File: src/rtl/relay_pkg.sv
// rtl/relay_pkg.sv - shared mode codes, default patterns and state type for the relay framer
package relay_pkg;

    // Front-end mode codes
    localparam logic [2:0] SNIFFER       = 3'b000;
    localparam logic [2:0] TAGSIM_LISTEN = 3'b001;
    localparam logic [2:0] TAGSIM_MOD    = 3'b010;
    localparam logic [2:0] READER_LISTEN = 3'b011;
    localparam logic [2:0] READER_MOD    = 3'b100;
    localparam logic [2:0] FAKE_READER   = 3'b101;
    localparam logic [2:0] FAKE_TAG      = 3'b110;

    // Default start/end-of-communication patterns
    localparam logic [7:0]  READER_START = 8'hc0;
    localparam logic [15:0] READER_END_1 = 16'h0000;
    localparam logic [15:0] READER_END_2 = 16'hc000;
    localparam logic [7:0]  TAG_START    = 8'hf0;
    localparam logic [15:0] TAG_END      = 16'h0000;

    typedef enum logic {
        IDLE   = 1'b0,
        ACTIVE = 1'b1
    } state_t;

    // True for the two relay modes that run the sampler and framer
    function automatic logic is_fake(input logic [2:0] mode);
        return (mode == FAKE_READER) || (mode == FAKE_TAG);
    endfunction

    // Listen code the front end uses while waiting for a frame
    function automatic logic [2:0] listen_code(input logic [2:0] mode);
        return (mode == FAKE_READER) ? READER_LISTEN : TAGSIM_LISTEN;
    endfunction

    // Modulate code the front end uses while a frame is being relayed
    function automatic logic [2:0] mod_code(input logic [2:0] mode);
        return (mode == FAKE_READER) ? READER_MOD : TAGSIM_MOD;
    endfunction

endpackage

File: src/rtl/relay_sampler.sv
// rtl/relay_sampler.sv - synchronizer, sample divider, tick generation and receive shift register
module relay_sampler
    import relay_pkg::*;
#(
    parameter int DIV_LOG2  = 4,
    parameter int DIV_PHASE = 8,
    parameter int SHIFT_W   = 24
) (
    input  logic               clk,
    input  logic               rst,
    input  logic               i_data,
    input  logic [2:0]         i_mode,
    input  logic               i_clear,
    input  logic               i_align_clr,
    output logic [SHIFT_W-1:0] o_shift,
    output logic               o_tick,
    output logic [2:0]         o_align
);

    logic                r_sync1;
    logic                r_sync2;
    logic [DIV_LOG2-1:0] r_div;
    logic [SHIFT_W-1:0]  r_shift;
    logic [2:0]          r_align;
    logic                r_tick;

    logic w_fire;
    logic w_clear;

    // Sampling happens on the edge where the divider sits on the phase; the
    // registered tick then marks the cycle in which the new shift value is visible.
    assign w_fire  = (r_div == DIV_LOG2'(DIV_PHASE)) && is_fake(i_mode);
    assign w_clear = i_clear || !is_fake(i_mode);

    // Two-flop synchronizer for the asynchronous relayed bitstream
    always_ff @(posedge clk or posedge rst) begin
        if (rst) begin
            r_sync1 <= 1'b0;
            r_sync2 <= 1'b0;
        end else begin
            r_sync1 <= i_data;
            r_sync2 <= r_sync1;
        end
    end

    // Free-running sample divider
    always_ff @(posedge clk or posedge rst) begin
        if (rst) begin
            r_div <= '0;
        end else begin
            r_div <= r_div + 1'b1;
        end
    end

    // Shift register, byte alignment counter and tick pulse; clearing wins over sampling
    always_ff @(posedge clk or posedge rst) begin
        if (rst) begin
            r_shift <= '0;
            r_align <= '0;
            r_tick  <= 1'b0;
        end else if (w_clear) begin
            r_shift <= '0;
            r_align <= '0;
            r_tick  <= 1'b0;
        end else begin
            r_tick <= w_fire;
            if (w_fire) begin
                r_shift <= {r_shift[SHIFT_W-2:0], r_sync2};
            end
            if (i_align_clr) begin
                r_align <= '0;
            end else if (w_fire) begin
                r_align <= r_align + 1'b1;
            end
        end
    end

    assign o_shift = r_shift;
    assign o_tick  = r_tick;
    assign o_align = r_align;

endmodule

File: src/rtl/relay_framer.sv
// rtl/relay_framer.sv - relay framing FSM driving the analog front-end mode
module relay_framer
    import relay_pkg::*;
#(
    parameter int DIV_LOG2       = 4,
    parameter int DIV_PHASE      = 8,
    parameter int SHIFT_W        = 24,
    parameter int START_W        = 8,
    parameter int END_W          = 16,
    parameter int DATA_TAP       = 7,
    parameter int MAX_FRAME_BITS = 1024
) (
    input  logic               clk,
    input  logic               reset,
    input  logic               data_in,
    input  logic [2:0]         hi_simulate_mod_type,
    input  logic [START_W-1:0] start_pattern,
    input  logic [END_W-1:0]   end_pattern_a,
    input  logic [END_W-1:0]   end_pattern_b,
    input  logic               end_b_en,
    output logic [2:0]         mod_type,
    output logic               data_out,
    output logic               bit_strobe,
    output logic               frame_active,
    output logic               timeout_flag
);

    localparam int             FC_W   = $clog2(MAX_FRAME_BITS + 1);
    localparam logic [FC_W-1:0] FC_MAX = FC_W'(MAX_FRAME_BITS);

    state_t          r_state;
    state_t          w_state_nxt;
    logic [2:0]      r_req_mode;
    logic [2:0]      r_mod;
    logic [2:0]      w_mod_nxt;
    logic [FC_W-1:0] r_frame_cnt;
    logic [FC_W-1:0] w_frame_nxt;
    logic [FC_W-1:0] w_frame_inc;
    logic            r_timeout;
    logic            w_timeout_nxt;
    logic            w_align_clr;

    logic               w_fake;
    logic               w_mode_chg;
    logic               w_start_hit;
    logic               w_end_hit;
    logic [SHIFT_W-1:0] w_shift;
    logic               w_tick;
    logic [2:0]         w_align;

    relay_sampler #(
        .DIV_LOG2  (DIV_LOG2),
        .DIV_PHASE (DIV_PHASE),
        .SHIFT_W   (SHIFT_W)
    ) u_sampler (
        .clk         (clk),
        .rst         (reset),
        .i_data      (data_in),
        .i_mode      (hi_simulate_mod_type),
        .i_clear     (w_mode_chg),
        .i_align_clr (w_align_clr),
        .o_shift     (w_shift),
        .o_tick      (w_tick),
        .o_align     (w_align)
    );

    assign w_fake      = is_fake(hi_simulate_mod_type);
    assign w_mode_chg  = (hi_simulate_mod_type != r_req_mode);
    assign w_start_hit = (w_shift == {{(SHIFT_W-START_W){1'b0}}, start_pattern});
    // End patterns are only honoured on byte boundaries counted from the start match
    assign w_end_hit   = (w_align == 3'd0) &&
                         ((w_shift[END_W+7:0] == {end_pattern_a, 8'h00}) ||
                          (end_b_en && (w_shift[END_W+7:0] == {end_pattern_b, 8'h00})));
    assign w_frame_inc = (r_frame_cnt == FC_MAX) ? FC_MAX : r_frame_cnt + 1'b1;

    // Next-state and next-output logic; a mode change or passthrough overrides framing
    always_comb begin
        w_state_nxt   = r_state;
        w_mod_nxt     = r_mod;
        w_frame_nxt   = r_frame_cnt;
        w_timeout_nxt = r_timeout;
        w_align_clr   = 1'b0;
        if (!w_fake) begin
            w_state_nxt = IDLE;
            w_mod_nxt   = hi_simulate_mod_type;
            w_frame_nxt = '0;
        end else if (w_mode_chg) begin
            w_state_nxt = IDLE;
            w_mod_nxt   = listen_code(hi_simulate_mod_type);
            w_frame_nxt = '0;
        end else begin
            case (r_state)
                IDLE: begin
                    w_mod_nxt = listen_code(hi_simulate_mod_type);
                    if (w_tick && w_start_hit) begin
                        w_state_nxt   = ACTIVE;
                        w_mod_nxt     = mod_code(hi_simulate_mod_type);
                        w_align_clr   = 1'b1;
                        w_frame_nxt   = '0;
                        w_timeout_nxt = 1'b0;
                    end
                end
                ACTIVE: begin
                    if (w_tick) begin
                        w_frame_nxt = w_frame_inc;
                        if (w_end_hit) begin
                            w_state_nxt = IDLE;
                            w_mod_nxt   = listen_code(hi_simulate_mod_type);
                        end else if (w_frame_inc == FC_MAX) begin
                            w_state_nxt   = IDLE;
                            w_mod_nxt     = listen_code(hi_simulate_mod_type);
                            w_timeout_nxt = 1'b1;
                        end
                    end
                end
                default: begin
                    w_state_nxt = IDLE;
                end
            endcase
        end
    end

    // State, counters, requested-mode history and registered outputs
    always_ff @(posedge clk or posedge reset) begin
        if (reset) begin
            r_state     <= IDLE;
            r_req_mode  <= SNIFFER;
            r_mod       <= SNIFFER;
            r_frame_cnt <= '0;
            r_timeout   <= 1'b0;
        end else begin
            r_state     <= w_state_nxt;
            r_req_mode  <= hi_simulate_mod_type;
            r_mod       <= w_mod_nxt;
            r_frame_cnt <= w_frame_nxt;
            r_timeout   <= w_timeout_nxt;
        end
    end

    assign mod_type     = r_mod;
    assign data_out     = w_shift[DATA_TAP];
    assign bit_strobe   = w_tick;
    assign frame_active = (r_state == ACTIVE);
    assign timeout_flag = r_timeout;

endmodule

File: config.mk
export PLATFORM = sky130hd
export DESIGN_NAME = relay_framer
export DESIGN_NICKNAME = d
export VERILOG_FILES = /design/src/rtl/relay_pkg.sv /design/src/rtl/relay_sampler.sv /design/src/rtl/relay_framer.sv
export SDC_FILE = /design/constraint.sdc
export NUM_CORES = 1
export LEC_CHECK = 0
export CAP_MARGIN = 20
export CORE_UTILIZATION = 40
export CTS_CLUSTER_DIAMETER = 120
export DETAILED_ROUTE_END_ITERATION = 8
export DONT_BUFFER_PORTS = 1
export SETUP_SLACK_MARGIN = 0.5
export SYNTH_ARGS = -nofsm -noshare
export SYNTH_HDL_FRONTEND = slang
export SYNTH_SLANG_ARGS = --single-unit
File: constraint.sdc
create_clock -name clk -period 4.14 [get_ports clk]
set_clock_uncertainty 0.05 [all_clocks]
set_input_delay 1.242 -clock clk [delete_from_list [all_inputs] [get_ports clk]]
set_output_delay 1.242 -clock clk [all_outputs]
set_load 0.1 [all_outputs]
==> results.tsv <==
stage	metric	value	unit
status	status	finished, final reports clean	
setup_path	critPathLaunch	hi_simulate_mod_type[1]	
routing	drtAntennaViolNets	0	
setup_path	critPathArrivalTime	2.98	ns
yosys	yosys_warnings	0	
placement	port_buffers	0	
die	dieArea	8240	µm²
clocking	clock_sinks	53	
cells_and_area	diodes	0	
power_and_ir_drop	powerDensity	273	nW/µm²
power_and_ir_drop	seqPwrFrac	59.5	%
die	fp.dieH	90.8	µm
yosys	synth_top_cell_by_area	dfrtp_1	
yosys	synthesis.nets	402	
die	core	7690	µm²
setup_path	crit_required	4.29	ns
yosys	yosys-top-cells-count	nand2_1 (62), dfrtp_1 (53), xnor2_1 (41)	
sta	period_minus_slack	2.82	ns
global_routing	use_met2	28.3	%
clocking	hold_buffers	0	
worst_hold_path	hold_path_depth	0	
routing	vias	2448	
clocking	cts_buffers	5	
yosys	syn_area_per_cell	9.06	µm²
clocking	cts_max_level	2	
worst_hold_path	min_to	u_sampler.r_sync2	
yosys	synth-seq-cells	53	
sta	slew_headroom	26.7	%
sta	max_freq	354	MHz
power_and_ir_drop	p_leak	1.22	nW
sta	fin_crit_sh	68.2	%
setup_path	r2r-start	u_sampler.o_tick	
sta	final_max_slew_viol_count	0	
sta	report.final.setup_viol	0	
global_routing	antenna_found_initial	0	
power_and_ir_drop	swShare	25.0	%
worst_hold_path	hold_path_startpoint	u_sampler.r_sync1	
clocking	clockBufferDepth	2	
yosys	async_reset_ff_share	100	%
clocking	cts_tree	built	
cells_and_area	stdcell_area	3330	µm²
clocking	post_cts_resized	0	
sta	rsz0062_at_grt	no	
sta	worst_slew_pin_slew	1.10	ns
power_and_ir_drop	p_total	910	µW
power_and_ir_drop	clkPwrFrac	35.2	%
setup_path	reg2reg_to	mod_type[1]	
placement	placed_cell_area	3230	µm²
die	pin_count	54	
yosys	yosysMostFrequentCell	nand2_1	
cells_and_area	nets	395	
yosys	synthTopCellsByArea	dfrtp_1 (42%), xnor2_1 (11%), nand2_1 (7.4%), a21oi_1 (4.3%), ha_1 (2.8%)	
setup_path	worst_setup_path_end_kind	flip-flop	
global_routing	met3_usage	3.28	%
placement	place_congestion	0.786	
yosys	synth-seq-area-share	42.0	%
power_and_ir_drop	p_int	683	µW
routing	dr.first_iter.drc_count	112	
clocking	clk_pin_slew_worst_paths	0.10	ns
cells_and_area	area_delta_synth_final	5.63	%
flow_run	maxCapViolations	0	
global_routing	overflow	0	
setup_path	critPathKind	in2reg	
global_routing	grt_max_degree	39	
yosys	synth_edf_count	0	
die	fp-row-count	32	
die	fp.dieW	90.8	µm
clocking	postCtsSetupBuffers	0	
yosys	synth_top_area_share	42.0	%
global_routing	grt_pass1_vias	2267	
sta	hold_viol_final	0	
global_routing	top_usage_layer	met2	
power_and_ir_drop	ir_drop	128	µV
global_routing	grt_pass1_wl	11.5	mm
routing	first_pass_iters	6	
setup_path	critical_path_peak_fanout	31	
routing	wl_per_cell	15.2	µm
routing	wl	6.77	mm
die	start_util	41.0	%
cells_and_area	layout-drive-gt1-share	6.43	%
worst_hold_path	hold_path_class	reg2reg	
setup_path	rrSetupSlack	1.37	ns
global_routing	track_usage	17.6	%
routing	post-route-drc-count	0	
clocking	cts_root_buf	clkbuf_8	
clocking	clock_latency	0.32	ns
power_and_ir_drop	combPwrFrac	5.3	%
yosys	netlist_instances	348	
yosys	synth_ff_type	dfrtp_1	
yosys	synth_area	3150	µm²
sta	final.setup.tns	0	ns
power_and_ir_drop	p_sw	227	µW
setup_path	rr_worst_depth	9	
setup_path	cp-start-kind	input port	
yosys	synth_cell_types	54	
placement	hpwl	5.05	mm
routing	viasPerCell	5.51	
global_routing	grt.met1_usage	23.8	%
-- worst max-delay path, stage by stage --
cell and delay, ns:
nand4bb_1 0.18, a21o_1 0.54, inv_1 0.24, nand2_1 0.11, a211oi_4 0.33, mux2_4 0.33
-- layout make-up --
cell class / count / area [µm²]
fillers: 770 / 4360
clock buffers: 6 / 82.6
repair buffers: 2 / 15.0
inverters: 16 / 60.1
flip-flops and latches: 53 / 1330
multi-input cells: 263 / 1700
well taps: 102 / 128
clock inverters: 2 / 16.3
-- cell families after synthesis --
logic type,synth area share (%)
adders and majority gates,2.78
xor gates and xnor gates,13.6
and+or+nand+nor,21.7
muxes,1.75
buffers and inverters,3.93
DFF,42.0
AOI/OAI and AO/OA,14.2
-- flip-flops by register name (all words and copies together) (netlist names) --
signal	flops
r_req_mode	3
u_sampler.o_shift	24
u_sampler.r_sync1	1
mod_type	3
r_frame_cnt	11
u_sampler.r_div	4
u_sampler.o_align	3
u_sampler.r_sync2	1
timeout_flag	1
frame_active	1
u_sampler.o_tick	1
-- placed cells by master (no fill, tap or decap), types with 4 or more instances in the layout --
master     n
dfrtp_1   53
inv_1     14
nor4_1     7
xnor2_1   41
nor3_1     6
o21ai_1    4
a21oi_1   27
nand2_1   62
o31ai_1    5
ha_1       7
xor2_1     8
clkbuf_8   6
nand3_1    6
nand4_1   11
nand2b_1   4
o21ai_0   12
nor2_1    17
-- routing by layer --
metal | vias up | share of wire, %
met5 | - | 0
li1 | 1182 | -
met4 | 0 | 1.6
met1 | 1207 | 46
met2 | 49 | 48
met3 | 10 | 4.2
-- worst max path at each step --
stage / depth (start not counted) / to / slack, ns
floorplan: 9 / mod_type[1] / 1.17
global placement: 6 / mod_type[2] / 1.0
detailed placement: 6 / mod_type[2] / 0.96
CTS: 6 / mod_type[2] / 1.30
global route: 5 / mod_type[0] / 1.09
finish: 6 / mod_type[0] / 1.32
-- per-stage QoR --
stage	hold WS (ns)	utilization, %	setup WS (ns)	std cells
after floorplan	0.281	-	1.17	348
after global placement	0.285	42.1	0.999	436
after detailed placement	0.290	42.1	0.956	436
after CTS	0.315	43.3	1.30	444
after global routing	0.319	43.3	1.09	444
final	0.310	43.3	1.32	444
-- power by group through the flow --
| stage | Combinational (mW) | Clock (mW) | Sequential, mW |
|---|---|---|---|
| after floorplan | 0.0420 | 0 | 0.551 |
| after global placement | 0.0489 | 0 | 0.552 |
| after detailed placement | 0.0496 | 0 | 0.552 |
| after CTS | 0.0496 | 0.330 | 0.542 |
| after global routing | 0.0550 | 0.348 | 0.543 |
| final | 0.0481 | 0.320 | 0.542 |
Power figures use the tool's default switching activity.
